==> config.mk <==
export PLATFORM = sky130hd
export DESIGN_NAME = decode_stage
export DESIGN_NICKNAME = d
export VERILOG_FILES = /design/src/rtl/rv_pkg.sv /design/src/rtl/imm_gen.sv /design/src/rtl/decode_stage.sv
export SDC_FILE = /design/constraint.sdc
export NUM_CORES = 1
export LEC_CHECK = 0
export ABC_CLOCK_PERIOD_IN_PS = 3900
export BUFFER_PORTS_ARGS = -buffer_cell sky130_fd_sc_hd__buf_2
export CAP_MARGIN = 20
export CORE_ASPECT_RATIO = 0.8
export CORE_UTILIZATION = 40
export DETAILED_ROUTE_END_ITERATION = 12
export PLACE_DENSITY = 0.77
export SLEW_MARGIN = 25
export SYNTH_ARGS = -nofsm -noshare
export SYNTH_HDL_FRONTEND = slang
export SYNTH_SLANG_ARGS = --single-unit
==> constraint.sdc <==
create_clock -name clk -period 3.9 [get_ports clk]
set_clock_uncertainty 0.15 [all_clocks]
set_input_delay 0.39 -clock clk [delete_from_list [all_inputs] [get_ports clk]]
set_output_delay 0.39 -clock clk [all_outputs]
set_load 0.01 [all_outputs]
==> src/rtl/rv_pkg.sv <==
// rv_pkg: shared RV32I decode constants, ALU and result-select encodings,
// and the ID/EX pipeline bundle used by the decode stage.
package rv_pkg;

    localparam int DATA_W = 32;

    localparam logic [6:0] OP_LUI    = 7'b0110111;
    localparam logic [6:0] OP_AUIPC  = 7'b0010111;
    localparam logic [6:0] OP_JAL    = 7'b1101111;
    localparam logic [6:0] OP_JALR   = 7'b1100111;
    localparam logic [6:0] OP_BRANCH = 7'b1100011;
    localparam logic [6:0] OP_LOAD   = 7'b0000011;
    localparam logic [6:0] OP_STORE  = 7'b0100011;
    localparam logic [6:0] OP_IMM    = 7'b0010011;
    localparam logic [6:0] OP_OP     = 7'b0110011;

    localparam logic [2:0] F3_BEQ  = 3'b000;
    localparam logic [2:0] F3_BNE  = 3'b001;
    localparam logic [2:0] F3_BLT  = 3'b100;
    localparam logic [2:0] F3_BGE  = 3'b101;
    localparam logic [2:0] F3_BLTU = 3'b110;
    localparam logic [2:0] F3_BGEU = 3'b111;
    localparam logic [2:0] F3_WORD = 3'b010;
    localparam logic [2:0] F3_JALR = 3'b000;

    typedef enum logic [3:0] {
        ALU_ADD    = 4'd0,
        ALU_SUB    = 4'd1,
        ALU_AND    = 4'd2,
        ALU_OR     = 4'd3,
        ALU_XOR    = 4'd4,
        ALU_SLL    = 4'd5,
        ALU_SRL    = 4'd6,
        ALU_SRA    = 4'd7,
        ALU_SLT    = 4'd8,
        ALU_SLTU   = 4'd9,
        ALU_PASS_B = 4'd10
    } alu_op_e;

    typedef enum logic [1:0] {
        RES_ALU = 2'b00,
        RES_MEM = 2'b01,
        RES_PC4 = 2'b10
    } result_src_e;

    typedef struct packed {
        logic              reg_write;
        logic              mem_write;
        logic              alu_src;
        result_src_e       result_src;
        alu_op_e           alu_control;
        logic              illegal;
        logic [DATA_W-1:0] rd1;
        logic [DATA_W-1:0] rd2;
        logic [DATA_W-1:0] imm_ext;
        logic [DATA_W-1:0] pc_plus4;
        logic [4:0]        rd;
        logic [4:0]        rs1;
        logic [4:0]        rs2;
    } idex_t;

    // Maps funct3 (plus instr[30]) to an ALU operation; SUB only exists for register ops.
    function automatic alu_op_e alu_decode(input logic [2:0] funct3,
                                           input logic       alt,
                                           input logic       is_reg_op);
        alu_op_e op;
        case (funct3)
            3'b000:  op = (alt && is_reg_op) ? ALU_SUB : ALU_ADD;
            3'b001:  op = ALU_SLL;
            3'b010:  op = ALU_SLT;
            3'b011:  op = ALU_SLTU;
            3'b100:  op = ALU_XOR;
            3'b101:  op = alt ? ALU_SRA : ALU_SRL;
            3'b110:  op = ALU_OR;
            default: op = ALU_AND;
        endcase
        return op;
    endfunction

endpackage

==> src/rtl/imm_gen.sv <==
// imm_gen: extracts and sign-extends the immediate of an RV32I instruction,
// choosing the I, S, B, J or U layout from the opcode.
module imm_gen
    import rv_pkg::*;
(
    input  logic [31:0] instr,
    output logic [31:0] imm
);

    // Select the immediate layout by opcode; anything unrecognised uses the I layout.
    always_comb begin
        imm = '0;
        case (instr[6:0])
            OP_LUI, OP_AUIPC:
                imm = {instr[31:12], 12'b0};
            OP_JAL:
                imm = {{12{instr[31]}}, instr[19:12], instr[20], instr[30:21], 1'b0};
            OP_BRANCH:
                imm = {{20{instr[31]}}, instr[7], instr[30:25], instr[11:8], 1'b0};
            OP_STORE:
                imm = {{20{instr[31]}}, instr[31:25], instr[11:7]};
            default:
                imm = {{20{instr[31]}}, instr[31:20]};
        endcase
    end

endmodule

==> src/rtl/decode_stage.sv <==
// decode_stage: RV32I decode with branch/jump resolution in decode, the
// fetch redirect outputs, one-instruction wrong-path squash and the ID/EX register.
// Optional feature: define DECODE_PERF_EN to add the DecCountD/RedirCountD counters.
module decode_stage
    import rv_pkg::*;
#(
    parameter int XLEN = DATA_W
) (
    input  logic            clk,
    input  logic            rst,
    input  logic [31:0]     InstrD,
    input  logic [XLEN-1:0] PCD,
    input  logic [XLEN-1:0] PCPlus4D,
    input  logic [XLEN-1:0] RD1D,
    input  logic [XLEN-1:0] RD2D,
    input  logic            StallD,
    input  logic            FlushE,
    output logic [4:0]      Rs1D,
    output logic [4:0]      Rs2D,
    output logic            PCSrcD,
    output logic            JalD,
    output logic [XLEN-1:0] PCTargetD,
    output logic            RegWriteE,
    output logic            MemWriteE,
    output logic            ALUSrcE,
    output logic [1:0]      ResultSrcE,
    output logic [3:0]      ALUControlE,
    output logic [XLEN-1:0] RD1E,
    output logic [XLEN-1:0] RD2E,
    output logic [XLEN-1:0] ImmExtE,
    output logic [XLEN-1:0] PCPlus4E,
    output logic [4:0]      RdE,
    output logic [4:0]      Rs1E,
    output logic [4:0]      Rs2E,
    output logic            IllegalE
`ifdef DECODE_PERF_EN
    ,
    output logic [31:0]     DecCountD,
    output logic [31:0]     RedirCountD
`endif
);

    typedef enum logic {
        IDLE   = 1'b0,
        SQUASH = 1'b1
    } squash_e;

    squash_e     state;
    logic [6:0]  opcode;
    logic [2:0]  funct3;
    logic [31:0] imm;
    logic        reg_write;
    logic        mem_write;
    logic        alu_src;
    result_src_e result_src;
    alu_op_e     alu_control;
    logic        is_branch;
    logic        is_jal;
    logic        is_jalr;
    logic        is_auipc;
    logic        illegal;
    logic        taken;
    logic        squashing;
    logic        valid;
    logic        redirect;
    logic        kill;
    idex_t       dec;
    idex_t       nxt;
    idex_t       ex_q;

    assign opcode = InstrD[6:0];
    assign funct3 = InstrD[14:12];
    assign Rs1D   = InstrD[19:15];
    assign Rs2D   = InstrD[24:20];

    imm_gen u_imm_gen (
        .instr (InstrD),
        .imm   (imm)
    );

    // Control decoder: unsupported opcodes or funct3 values leave every control bit at 0.
    always_comb begin
        reg_write   = 1'b0;
        mem_write   = 1'b0;
        alu_src     = 1'b0;
        result_src  = RES_ALU;
        alu_control = ALU_ADD;
        is_branch   = 1'b0;
        is_jal      = 1'b0;
        is_jalr     = 1'b0;
        is_auipc    = 1'b0;
        illegal     = 1'b0;
        case (opcode)
            OP_LUI: begin
                reg_write   = 1'b1;
                alu_src     = 1'b1;
                alu_control = ALU_PASS_B;
            end
            OP_AUIPC: begin
                reg_write   = 1'b1;
                alu_src     = 1'b1;
                alu_control = ALU_PASS_B;
                is_auipc    = 1'b1;
            end
            OP_JAL: begin
                reg_write  = 1'b1;
                result_src = RES_PC4;
                is_jal     = 1'b1;
            end
            OP_JALR: begin
                if (funct3 == F3_JALR) begin
                    reg_write  = 1'b1;
                    alu_src    = 1'b1;
                    result_src = RES_PC4;
                    is_jalr    = 1'b1;
                end else begin
                    illegal = 1'b1;
                end
            end
            OP_BRANCH: begin
                if (funct3 == 3'b010 || funct3 == 3'b011) begin
                    illegal = 1'b1;
                end else begin
                    is_branch   = 1'b1;
                    alu_control = ALU_SUB;
                end
            end
            OP_LOAD: begin
                if (funct3 == F3_WORD) begin
                    reg_write  = 1'b1;
                    alu_src    = 1'b1;
                    result_src = RES_MEM;
                end else begin
                    illegal = 1'b1;
                end
            end
            OP_STORE: begin
                if (funct3 == F3_WORD) begin
                    mem_write = 1'b1;
                    alu_src   = 1'b1;
                end else begin
                    illegal = 1'b1;
                end
            end
            OP_IMM: begin
                reg_write   = 1'b1;
                alu_src     = 1'b1;
                alu_control = alu_decode(funct3, InstrD[30], 1'b0);
            end
            OP_OP: begin
                reg_write   = 1'b1;
                alu_control = alu_decode(funct3, InstrD[30], 1'b1);
            end
            default: illegal = 1'b1;
        endcase
    end

    // Branch comparator on the already-forwarded register operands.
    always_comb begin
        taken = 1'b0;
        case (funct3)
            F3_BEQ:  taken = (RD1D == RD2D);
            F3_BNE:  taken = (RD1D != RD2D);
            F3_BLT:  taken = ($signed(RD1D) < $signed(RD2D));
            F3_BGE:  taken = ($signed(RD1D) >= $signed(RD2D));
            F3_BLTU: taken = (RD1D < RD2D);
            F3_BGEU: taken = (RD1D >= RD2D);
            default: taken = 1'b0;
        endcase
    end

    // A stalled or squashed instruction must never steer fetch; reset also silences redirects.
    assign squashing = (state == SQUASH);
    assign valid     = !StallD && !squashing;
    assign PCSrcD    = rst && valid && is_branch && taken;
    assign JalD      = rst && valid && (is_jal || is_jalr);
    assign redirect  = PCSrcD || JalD;
    assign PCTargetD = is_jalr ? ((RD1D + imm) & ~XLEN'(1)) : (PCD + imm);

    // Squash tracker: after a redirect, the next unstalled instruction in D is wrong-path.
    always_ff @(posedge clk or negedge rst) begin
        if (!rst) begin
            state <= IDLE;
        end else begin
            case (state)
                IDLE:    if (redirect) state <= SQUASH;
                SQUASH:  if (!StallD)  state <= IDLE;
                default: state <= IDLE;
            endcase
        end
    end

    // Assemble the decoded bundle; data fields always carry decoded values.
    always_comb begin
        dec             = '0;
        dec.reg_write   = reg_write;
        dec.mem_write   = mem_write;
        dec.alu_src     = alu_src;
        dec.result_src  = result_src;
        dec.alu_control = alu_control;
        dec.illegal     = illegal;
        dec.rd1         = RD1D;
        dec.rd2         = RD2D;
        dec.imm_ext     = is_auipc ? (PCD + imm) : imm;
        dec.pc_plus4    = PCPlus4D;
        dec.rd          = InstrD[11:7];
        dec.rs1         = InstrD[19:15];
        dec.rs2         = InstrD[24:20];
    end

    // Bubble the control fields; an illegal flag survives only if nothing else killed the slot.
    assign kill = FlushE || StallD || squashing;

    always_comb begin
        nxt = dec;
        if (kill || illegal) begin
            nxt.reg_write   = 1'b0;
            nxt.mem_write   = 1'b0;
            nxt.alu_src     = 1'b0;
            nxt.result_src  = RES_ALU;
            nxt.alu_control = ALU_ADD;
            nxt.illegal     = illegal && !kill;
        end
    end

    // ID/EX pipeline register.
    always_ff @(posedge clk or negedge rst) begin
        if (!rst) begin
            ex_q <= '0;
        end else begin
            ex_q <= nxt;
        end
    end

    assign RegWriteE   = ex_q.reg_write;
    assign MemWriteE   = ex_q.mem_write;
    assign ALUSrcE     = ex_q.alu_src;
    assign ResultSrcE  = ex_q.result_src;
    assign ALUControlE = ex_q.alu_control;
    assign IllegalE    = ex_q.illegal;
    assign RD1E        = ex_q.rd1;
    assign RD2E        = ex_q.rd2;
    assign ImmExtE     = ex_q.imm_ext;
    assign PCPlus4E    = ex_q.pc_plus4;
    assign RdE         = ex_q.rd;
    assign Rs1E        = ex_q.rs1;
    assign Rs2E        = ex_q.rs2;

`ifdef DECODE_PERF_EN
    // Event counters: decoded (valid, legal) instructions and issued redirects.
    always_ff @(posedge clk or negedge rst) begin
        if (!rst) begin
            DecCountD   <= '0;
            RedirCountD <= '0;
        end else begin
            if (valid && !illegal) DecCountD <= DecCountD + 32'd1;
            if (redirect)          RedirCountD <= RedirCountD + 32'd1;
        end
    end
`endif

endmodule

==> flow_summary.yaml, run 1 <==
run_status:
  outcome: "finished, violations left"
  violations: "negative setup slack"
clocking:
  clk_latency_ns: 0.44
  clock-root-buffer: "clkbuf_16"
  clockBufferDepth: 2
  cts_sinks: 154
  cts_buffers: 17
  cts_tree: "built"
  clk_pin_slew_ns: 0.07
  h-tree-depth: 4
hold_path:
  hold_class: "input pin to register"
global_route:
  grt_max_degree: 68
  overflow: 0
  grtUsageTotal_pct: 29.8
  antenna_found_initial: 5
  grt_pass1_vias: 10000
  grt_pass1_wl_microns: 55100
timing:
  report.final.slew_viol_count: 0
  timing.fmax_ghz: 0.235
  min_period_over_period_pct: 109
  tns_ns: -3.86
  setup_viol: 19
  worstMarginPinSlew_ns: 0.675
  final.setup.worst_slack_ns: -0.351
  rsz0062_at_grt: "true"
  max_slew_margin_pct: 54.8
  fin_crit_ns: 4.25
  hold_viol_final: 0
power_and_ir_drop:
  peakVddDrop_mv: 0.241
  p_leak_uw: 0.00770
  p_per_area_mw_per_mm2: 337
  total_power_uw: 5200
synth:
  synth_seq_cells: 154
  netlist_area_sq_mm: 0.00942
  ys_seq_area_share_pct: 40.9
  avgSynthCellArea_sq_um: 9.98
  async_flop_share_pct: 100
  post-synth-top-area-cell: "dfrtp_1"
  synthTopCellsByArea: "dfrtp_1, ha_1, a21o_1"
  yosysUniqueCellTypes: 88
  synth_top_area_share_pct: 40.9
  syn_nets: 1203
  synth_ff_type: "dfrtp_1"
  synth-edff-count: 0
  yosys_warnings: 0
  syn_inst: 944
floorplanning:
  die-area_sq_mm: 0.0242
  coreArea_sq_mm: 0.0228
  die_w_microns: 174
  dieHeight_microns: 139
  io_pins: 361
  rows: 49
  start_util_pct: 41.3
layout:
  fillers: 1804
  layout_commonest_cell: "buf_2"
  drive_gt1_share_pct: 46.4
  seqCellArea_sq_mm: 0.00385
  multi_input_area_sq_mm: 0.00595
  final_cell_mix: "buf_2, buf_4, dfrtp_1"
  final_cells: 1927
  fin_area_sq_mm: 0.0154
  final_nets: 1863
  area_growth_pct: 63.7
run:
  maxCapViolations: 0
placement:
  placed_area_sq_mm: 0.0128
  gp_congestion: 0.927
  hpwl_microns: 27300
  placed_cells: 1750
  port_buffers: 360
drt:
  routedWlPerCell_microns: 19.1
  first_iter_violations: 819
  vias: 10000
  ant_nets: 0
  firstDrtPassIters: 5
  drc: 0
  drt-total-wl_microns: 36800
  via_per_inst: 5.21
worst_setup_path:
  critical_path_required_ns: 3.36
  crit_path_max_fanout: 5
  critical_path_class: "input pin to output pin"
  end_kind: "output pin"
  crit_path_start_kind: "input pin"
  worstPathArrival_ns: 3.71
-- registers in the layout, summed over array words and instances, names as in the netlist, 2 cells and up --
signal / count
RdE: 5
PCPlus4E: 32
Rs2E: 5
RD1E: 32
RD2E: 32
ImmExtE: 32
ResultSrcE: 2
Rs1E: 5
ALUControlE: 4
-- worst paths after layout --
| path | startpoint | to | slack [ns] | cells past startpoint |
|---|---|---|---|---|
| setup reg to reg | squashing | ALUControlE[2] | 2.45 | 3 |
| setup / recovery | InstrD[3] | PCTargetD[31] | -0.35 | 16 |
| max in group asynchronous | rst | RD1E[19] | 2.18 | 3 |
| min in group asynchronous | rst | PCPlus4E[14] | 0.34 | 2 |
| hold / removal | InstrD[7] | RdE[0] | 0.04 | 2 |
| hold reg to reg | squashing | squashing | 0.41 | 2 |
-- through the flow --
step / util, % / worst slack (ns) / hold slack, ns
final: 67.6 / -0.351 / 0.0390
after CTS: 65.5 / -0.264 / 0.0229
after detailed placement: 56.0 / -0.370 / 0.271
after floorplan: - / -0.00650 / -0.0556
after global placement: 56.0 / -0.323 / 0.271
after global routing: 67.6 / -0.475 / 0.0260
-- worst max-delay path, cell delays in order --
cell and delay, ns:
buf_8 0.10, nand4b_1 0.20, nor2_2 0.23, nor2_4 0.09
a22o_4 0.25, ha_1 0.33, o211ai_1 0.30, o211ai_1 0.18
a31oi_2 0.25, o221ai_2 0.15, o21a_2 0.27, o211a_1 0.23
a211oi_2 0.22, mux2i_1 0.15, xnor2_1 0.22, buf_2 0.16
-- synthesized netlist by cell type, drive strengths merged, types with 12 or more instances --
cell type / count
nand3: 13
buf: 18
a21oi: 73
inv: 42
dfrtp: 154
a31oi: 12
clkbuf: 14
nand2: 68
nand2b: 16
and2: 15
nor2b: 18
ha: 93
xnor2: 26
nand4: 16
o21ai: 65
xor2: 29
a21o: 58
nor3: 16
nor2: 61
-- layout make-up --
| class | instances | area share (%) |
|---|---|---|
| multi-input combinational | 716 | 38.6 |
| timing repair buffer | 673 | 29.2 |
| sequential | 154 | 25.0 |
| clock buffer | 17 | 2.76 |
| tap | 306 | 2.48 |
| inverter | 42 | 1.02 |
| clock inverter | 15 | 0.909 |
| antenna | 4 | 0.0649 |
-- kinds of logic after synthesis --
kind of cell | count (synthesis) | share of synthesized area [%]
buf+inv | 74 | 3.56
flops | 154 | 40.9
compound gates | 286 | 21.2
mux | 18 | 2.05
xor+xnor | 55 | 5.12
fa+ha+maj | 95 | 12.8
simple gates | 262 | 14.4
-- where the power goes --
part | internal [uW] | leakage (uW) | switching, uW
clock | 851 | 0.000284 | 789
combinational | 901 | 0.00560 | 961
sequential | 1670 | 0.00182 | 21.1
total | 3430 | 0.00770 | 1770
-- routing by layer --
metal	up-vias	share of wire (%)	global-route usage (%)
li1	4738	-	-
met1	4808	43	38.4
met2	437	48	49.7
met3	60	7.2	5.90
met4	2	2.6	10.8
met5	-	0.035	0
-- repair_timing --
item / CTS / global route
hold buffers: 111 / 0
setup buffers: 17 / 16
resized for setup: 81 / 78
pin swaps: 55 / 47
endpoints found under the hold margin: 174 / 0
setup endpoints to repair: 23 / 26
Note: power is estimated with default switching activity, not from simulation.
==> run 2, diff against run 1 <==
--- a/config.mk
+++ b/config.mk
@@ -11,5 +11,5 @@
 export CORE_ASPECT_RATIO = 0.8
-export CORE_UTILIZATION = 40
+export CORE_UTILIZATION = 45
 export DETAILED_ROUTE_END_ITERATION = 12
-export PLACE_DENSITY = 0.77
+export PLACE_DENSITY = 0.84
 export SLEW_MARGIN = 25
==> constraint.sdc (replaced) <==
create_clock -name clk -period 3.9 [get_ports clk]
set_clock_uncertainty 0.15 [all_clocks]
set_input_delay 0 -clock clk [delete_from_list [all_inputs] [get_ports clk]]
set_output_delay 0 -clock clk [all_outputs]
set_load 0.01 [all_outputs]
==> flow_summary.yaml, run 2 (same netlist as run 1, synthesis figures left out) <==
timing:
  hold_viol_final: 0
  setup_viol: 0
  min_period_over_period_pct: 97.6
  report.final.slew_viol_count: 0
  timing.fmax_ghz: 0.263
  rsz0062_at_grt: "true"
  max_slew_margin_pct: 40.0
  fin_crit_ns: 3.80
  worstMarginPinSlew_ns: 0.877
  holdWs_ns: 0.000546
global_route:
  antenna_found_initial: 1
  overflow: 0
  grt_pass1_wl_microns: 50700
  grtUsageTotal_pct: 30.9
  grt_pass1_vias: 9447
  grt_max_degree: 80
worst_setup_path:
  crit_path_max_fanout: 8
  path_cells: "buf_2, nand2b_1, nor2_1, nor2_1, a22o_2, ha_1, a21oi_1, o211ai_1, a31oi_2, o221ai_2, o21a_1, o211a_1, a211oi_1, mux2i_1, xnor2_1, buf_2"
  cpPeakStageDelay_ns: 0.36
  crit_path_start_kind: "input pin"
  path_depth: 16
  worstPathArrival_ns: 3.65
  critical_path_required_ns: 3.75
  critPathLaunch: "InstrD[4]"
  critical_path_class: "input pin to output pin"
  crit_family: "compound AO/OA/AOI/OAI gates"
  r2r_end: "MemWriteE"
  ff2ff_setup_slack_ns: 1.97
  crit_path_end: "PCTargetD[31]"
  slowest_stage: "ha_1"
  end_kind: "output pin"
  regToRegStartpoint: "squashing"
  reg2reg_depth: 4
  cp_num_buf_inv: 2
placement:
  gp_congestion: 0.973
  placed_cells: 1549
  hpwl_microns: 25200
  port_buffers: 360
power_and_ir_drop:
  switching_share_pct: 34.1
  p_leak_uw: 0.00678
  clkPwrFrac_pct: 34.0
  p_sw_uw: 1640
  p_per_area_mw_per_mm2: 354
  internal_power_uw: 3170
  seq_power_share_pct: 35.3
  pwr-share-comb_pct: 30.7
  peakVddDrop_mv: 0.209
floorplanning:
  dieHeight_microns: 131
  die-area_sq_mm: 0.0215
  rows: 46
  coreArea_sq_mm: 0.0201
  start_util_pct: 46.7
  io_pins: 361
  die_w_microns: 164
clocking:
  cts_sinks: 154
  cts_buffers: 17
  clockBufferDepth: 2
  cts_tree: "built"
  clk_pin_slew_ns: 0.07
  h-tree-depth: 4
  clk_latency_ns: 0.43
  clock-root-buffer: "clkbuf_16"
drt:
  first_iter_violations: 727
  wl_met2_microns: 15800
  vias: 9528
  met3_length_microns: 3200
  routedWlPerCell_microns: 19.4
  drt-total-wl_microns: 33500
  firstDrtPassIters: 5
  via_per_inst: 5.52
  ant_nets: 0
  highest_layer: "met4"
  wl_met1_microns: 13700
  drc: 0
layout:
  area_growth_pct: 44.3
  final_cell_mix: "buf_2, dfrtp_1, dlygate4sd3_1"
  multi_input_area_sq_mm: 0.00530
  layout_commonest_cell: "buf_2"
  seqCellArea_sq_mm: 0.00385
  final_cells: 1727
  drive_gt1_share_pct: 32.0
  fillers: 1602
  final_nets: 1708
hold_path:
  hold_class: "input pin to async pin"
run_status:
  outcome: "finished clean"
run:
  maxCapViolations: 0
## run 2: worst min path at each step
stage                      to  slack [ns]  cells after the start
2_1_floorplan  ALUControlE[0]       -0.45                      0
3_3_place_gp    ResultSrcE[1]       -0.10                      1
3_5_place_dp   ALUControlE[3]       -0.08                      1
4_1_cts           ImmExtE[10]       0.008                      4
5_1_grt           ImmExtE[10]        0.04                      4
6_report        ResultSrcE[1]      0.0005                      2
## run 2: power by group through the flow
stage | Sequential (uW) | Combinational (uW) | Clock (uW)
2_1_floorplan | 1770 | 758 | 0
3_3_place_gp | 1720 | 1300 | 0
3_5_place_dp | 1730 | 1320 | 0
4_1_cts | 1700 | 1430 | 1670
5_1_grt | 1700 | 1600 | 1730
6_report | 1700 | 1480 | 1630
## run 2: timing repair
item	CTS	global route
setup buffers	0	1
endpoints found under the setup margin	0	10
hold buffers	144	0
endpoints found under the hold margin	225	0
resized for setup	0	18
## run 2: cell type report
class,count,share of cell area (%)
inverters,42,1.16
clock buffers,18,3.16
multi-input cells,716,39.0
repair buffers,518,24.8
well taps,264,2.43
diodes,1,0.0184
clock inverters,14,1.11
flip-flops and latches,154,28.4
## run 2: metal layers
layer | GRT usage (%) | up-vias
met5 | 0 | -
met1 | 39.5 | 4545
met3 | 7.92 | 66
li1 | - | 4446
met4 | 8.90 | 0
met2 | 51.1 | 471
## run 2: stage by stage
stage / TNS [ns] / util [%] / total power (uW) / worst slack [ns] / cell area (sq um)
after floorplan: 0 / - / 2530 / 0.391 / 9420
after global placement: 0 / 57.0 / 3020 / 0.155 / 11500
after detailed placement: 0 / 57.0 / 3040 / 0.102 / 11500
after CTS: 0 / 67.1 / 4800 / 0.00525 / 13500
after global routing: -0.0974 / 67.4 / 5030 / -0.0406 / 13600
final: 0 / 67.4 / 4810 / 0.0953 / 13600
==> run 3, diff against run 2 <==
Settings changed: CORE_MARGIN set to 5.
==> flow_summary.yaml, run 3 (same netlist as run 1, synthesis figures left out) <==
hold_path:
  hold_class: "input pin to register"
  whs_path_depth: 4
timing:
  report.final.slew_viol_count: 0
  worstMarginPinSlew_ns: 0.799
  max_slew_margin_pct: 46.7
  fin_crit_ns: 3.74
  min_period_over_period_pct: 95.8
  setup_viol: 0
  tns_ns: 0
  hold_viol_final: 0
  timing.fmax_ghz: 0.268
worst_setup_path:
  end_kind: "register"
  crit_top_cell: "nor2_1"
  path_depth: 16
  crit_family: "compound AO/OA/AOI/OAI gates"
  crit_path_start_kind: "input pin"
  cpPeakStageDelay_ns: 0.56
  worstPathArrival_ns: 3.90
  critical_path_class: "input pin to register"
  crit_path_max_fanout: 8
  slowest_stage: "dlygate4sd3_1"
  critical_path_required_ns: 4.06
  path_cells: "buf_2, nand2b_1, nor2_1, nor2_1, a22o_1, ha_1, a21oi_1, o211ai_1, a31oi_2, o221ai_2, o21a_1, o211a_1, a211oi_1, nand2_1, xnor2_1, dlygate4sd3_1"
  cp_num_buf_inv: 2
  reg2reg_depth: 6
  ff2ff_setup_slack_ns: 1.87
run:
  maxCapViolations: 0
drt:
  drc: 0
  wl_met2_microns: 16400
  routedWlPerCell_microns: 20.5
  met3_length_microns: 3790
  highest_layer: "met5"
  first_iter_violations: 864
  wl_met1_microns: 14100
  drt-total-wl_microns: 35800
  firstDrtPassIters: 6
  ant_nets: 0
  via_per_inst: 5.58
  vias: 9726
power_and_ir_drop:
  total_power_uw: 4850
  p_per_area_mw_per_mm2: 355
  pwr-share-comb_pct: 30.8
  p_sw_uw: 1630
  peakVddDrop_mv: 0.263
  seq_power_share_pct: 35.0
  switching_share_pct: 33.5
  p_leak_uw: 0.00682
  clkPwrFrac_pct: 34.1
  internal_power_uw: 3230
floorplanning:
  io_pins: 361
  dieHeight_microns: 139
  die-area_sq_mm: 0.0239
  rows: 47
  coreArea_sq_mm: 0.0206
  die_w_microns: 172
  start_util_pct: 45.6
global_route:
  grt_pass1_vias: 9926
  grt_pass1_wl_microns: 54300
  overflow: 0
  grtUsageTotal_pct: 29.0
  grt_max_degree: 63
  antenna_found_initial: 5
clocking:
  clock-root-buffer: "clkbuf_16"
  h-tree-depth: 4
  cts_tree: "built"
  clockBufferDepth: 2
  cts_buffers: 17
  clk_pin_slew_ns: 0.07
  cts_sinks: 154
  clk_latency_ns: 0.43
placement:
  port_buffers: 360
  gp_congestion: 0.985
  hpwl_microns: 26600
  placed_cells: 1556
layout:
  seqCellArea_sq_mm: 0.00385
  fillers: 1635
  final_core_util_pct: 66.2
  layout_commonest_cell: "buf_2"
  final_cells: 1743
  final_cell_mix: "buf_2, dfrtp_1, dlygate4sd3_1"
  area_growth_pct: 45.2
  drive_gt1_share_pct: 31.8
  multi_input_area_sq_mm: 0.00529
  final_nets: 1717
run_status:
  outcome: "finished clean"
==> run 3: cell count changes in the layout (fill, tap and decap cells not counted), sizes merged <==
cell and delta:
clkinvlp +1, inv +1, clkinv -3, clkbuf -1
buf +3, diode +3, bufinv +1, dlygate4sd3 +6
==> run 3: path summary, 6_finish.rpt <==
path | from | end
max | InstrD[4] | ImmExtE[31]
min | PCD[30] | ImmExtE[30]
max reg2reg | squashing | squashing
min reg2reg | squashing | ALUControlE[1]
max in group asynchronous | rst | Rs1E[1]
min in group asynchronous | rst | ResultSrcE[1]
==> run 3: final cells by class <==
cell class | instances | share of cell area [%]
multi-input combinational | 716 | 38.7
sequential | 154 | 28.2
timing repair buffer | 527 | 25.2
clock buffer | 17 | 3.11
tap | 269 | 2.46
inverter | 42 | 1.15
clock inverter | 14 | 1.10
antenna | 4 | 0.0732
==> run 3: per-layer routing <==
metal  vias up  GRT usage, %
met1      4592          37.3
li1       4465             -
met2       558          46.6
met3       109          7.88
met5         -             0
met4         2          11.3
==> run 3: repair_timing <==
action	in CTS	in global routing
endpoints found under the hold margin	295	0
setup endpoints to repair	0	11
setup buffers	0	1
resized for setup	0	13
hold buffers	151	0
==> run 3: per-stage QoR <==
step                      area (sq um)  hold WS, ns  setup slack, ns
after floorplan                   9420       -0.446            0.391
after detailed placement         11500       -0.209            0.173
after global routing             13700       0.0309          -0.0312
after CTS                        13600     0.000616           0.0766
after global placement           11500       -0.212            0.226
final                            13700       0.0262            0.163
==> run 3: power groups by stage <==
stage	registers, uW	clock network [uW]	logic (uW)
2_1_floorplan	1770	0	758
3_3_place_gp	1720	0	1310
3_5_place_dp	1730	0	1320
4_1_cts	1700	1690	1460
5_1_grt	1710	1760	1620
6_report	1700	1660	1500
==> run 3: worst min-delay path: cells and delay by family <==
| kind | cells | cell delay [ns] |
|---|---|---|
| adder cells (fa/ha/maj) | 1 | 0.22 |
| buffers and inverters | 1 | 0.09 |
| AO/OA/AOI/OAI | 1 | 0.14 |
| XOR/XNOR | 1 | 0.12 |
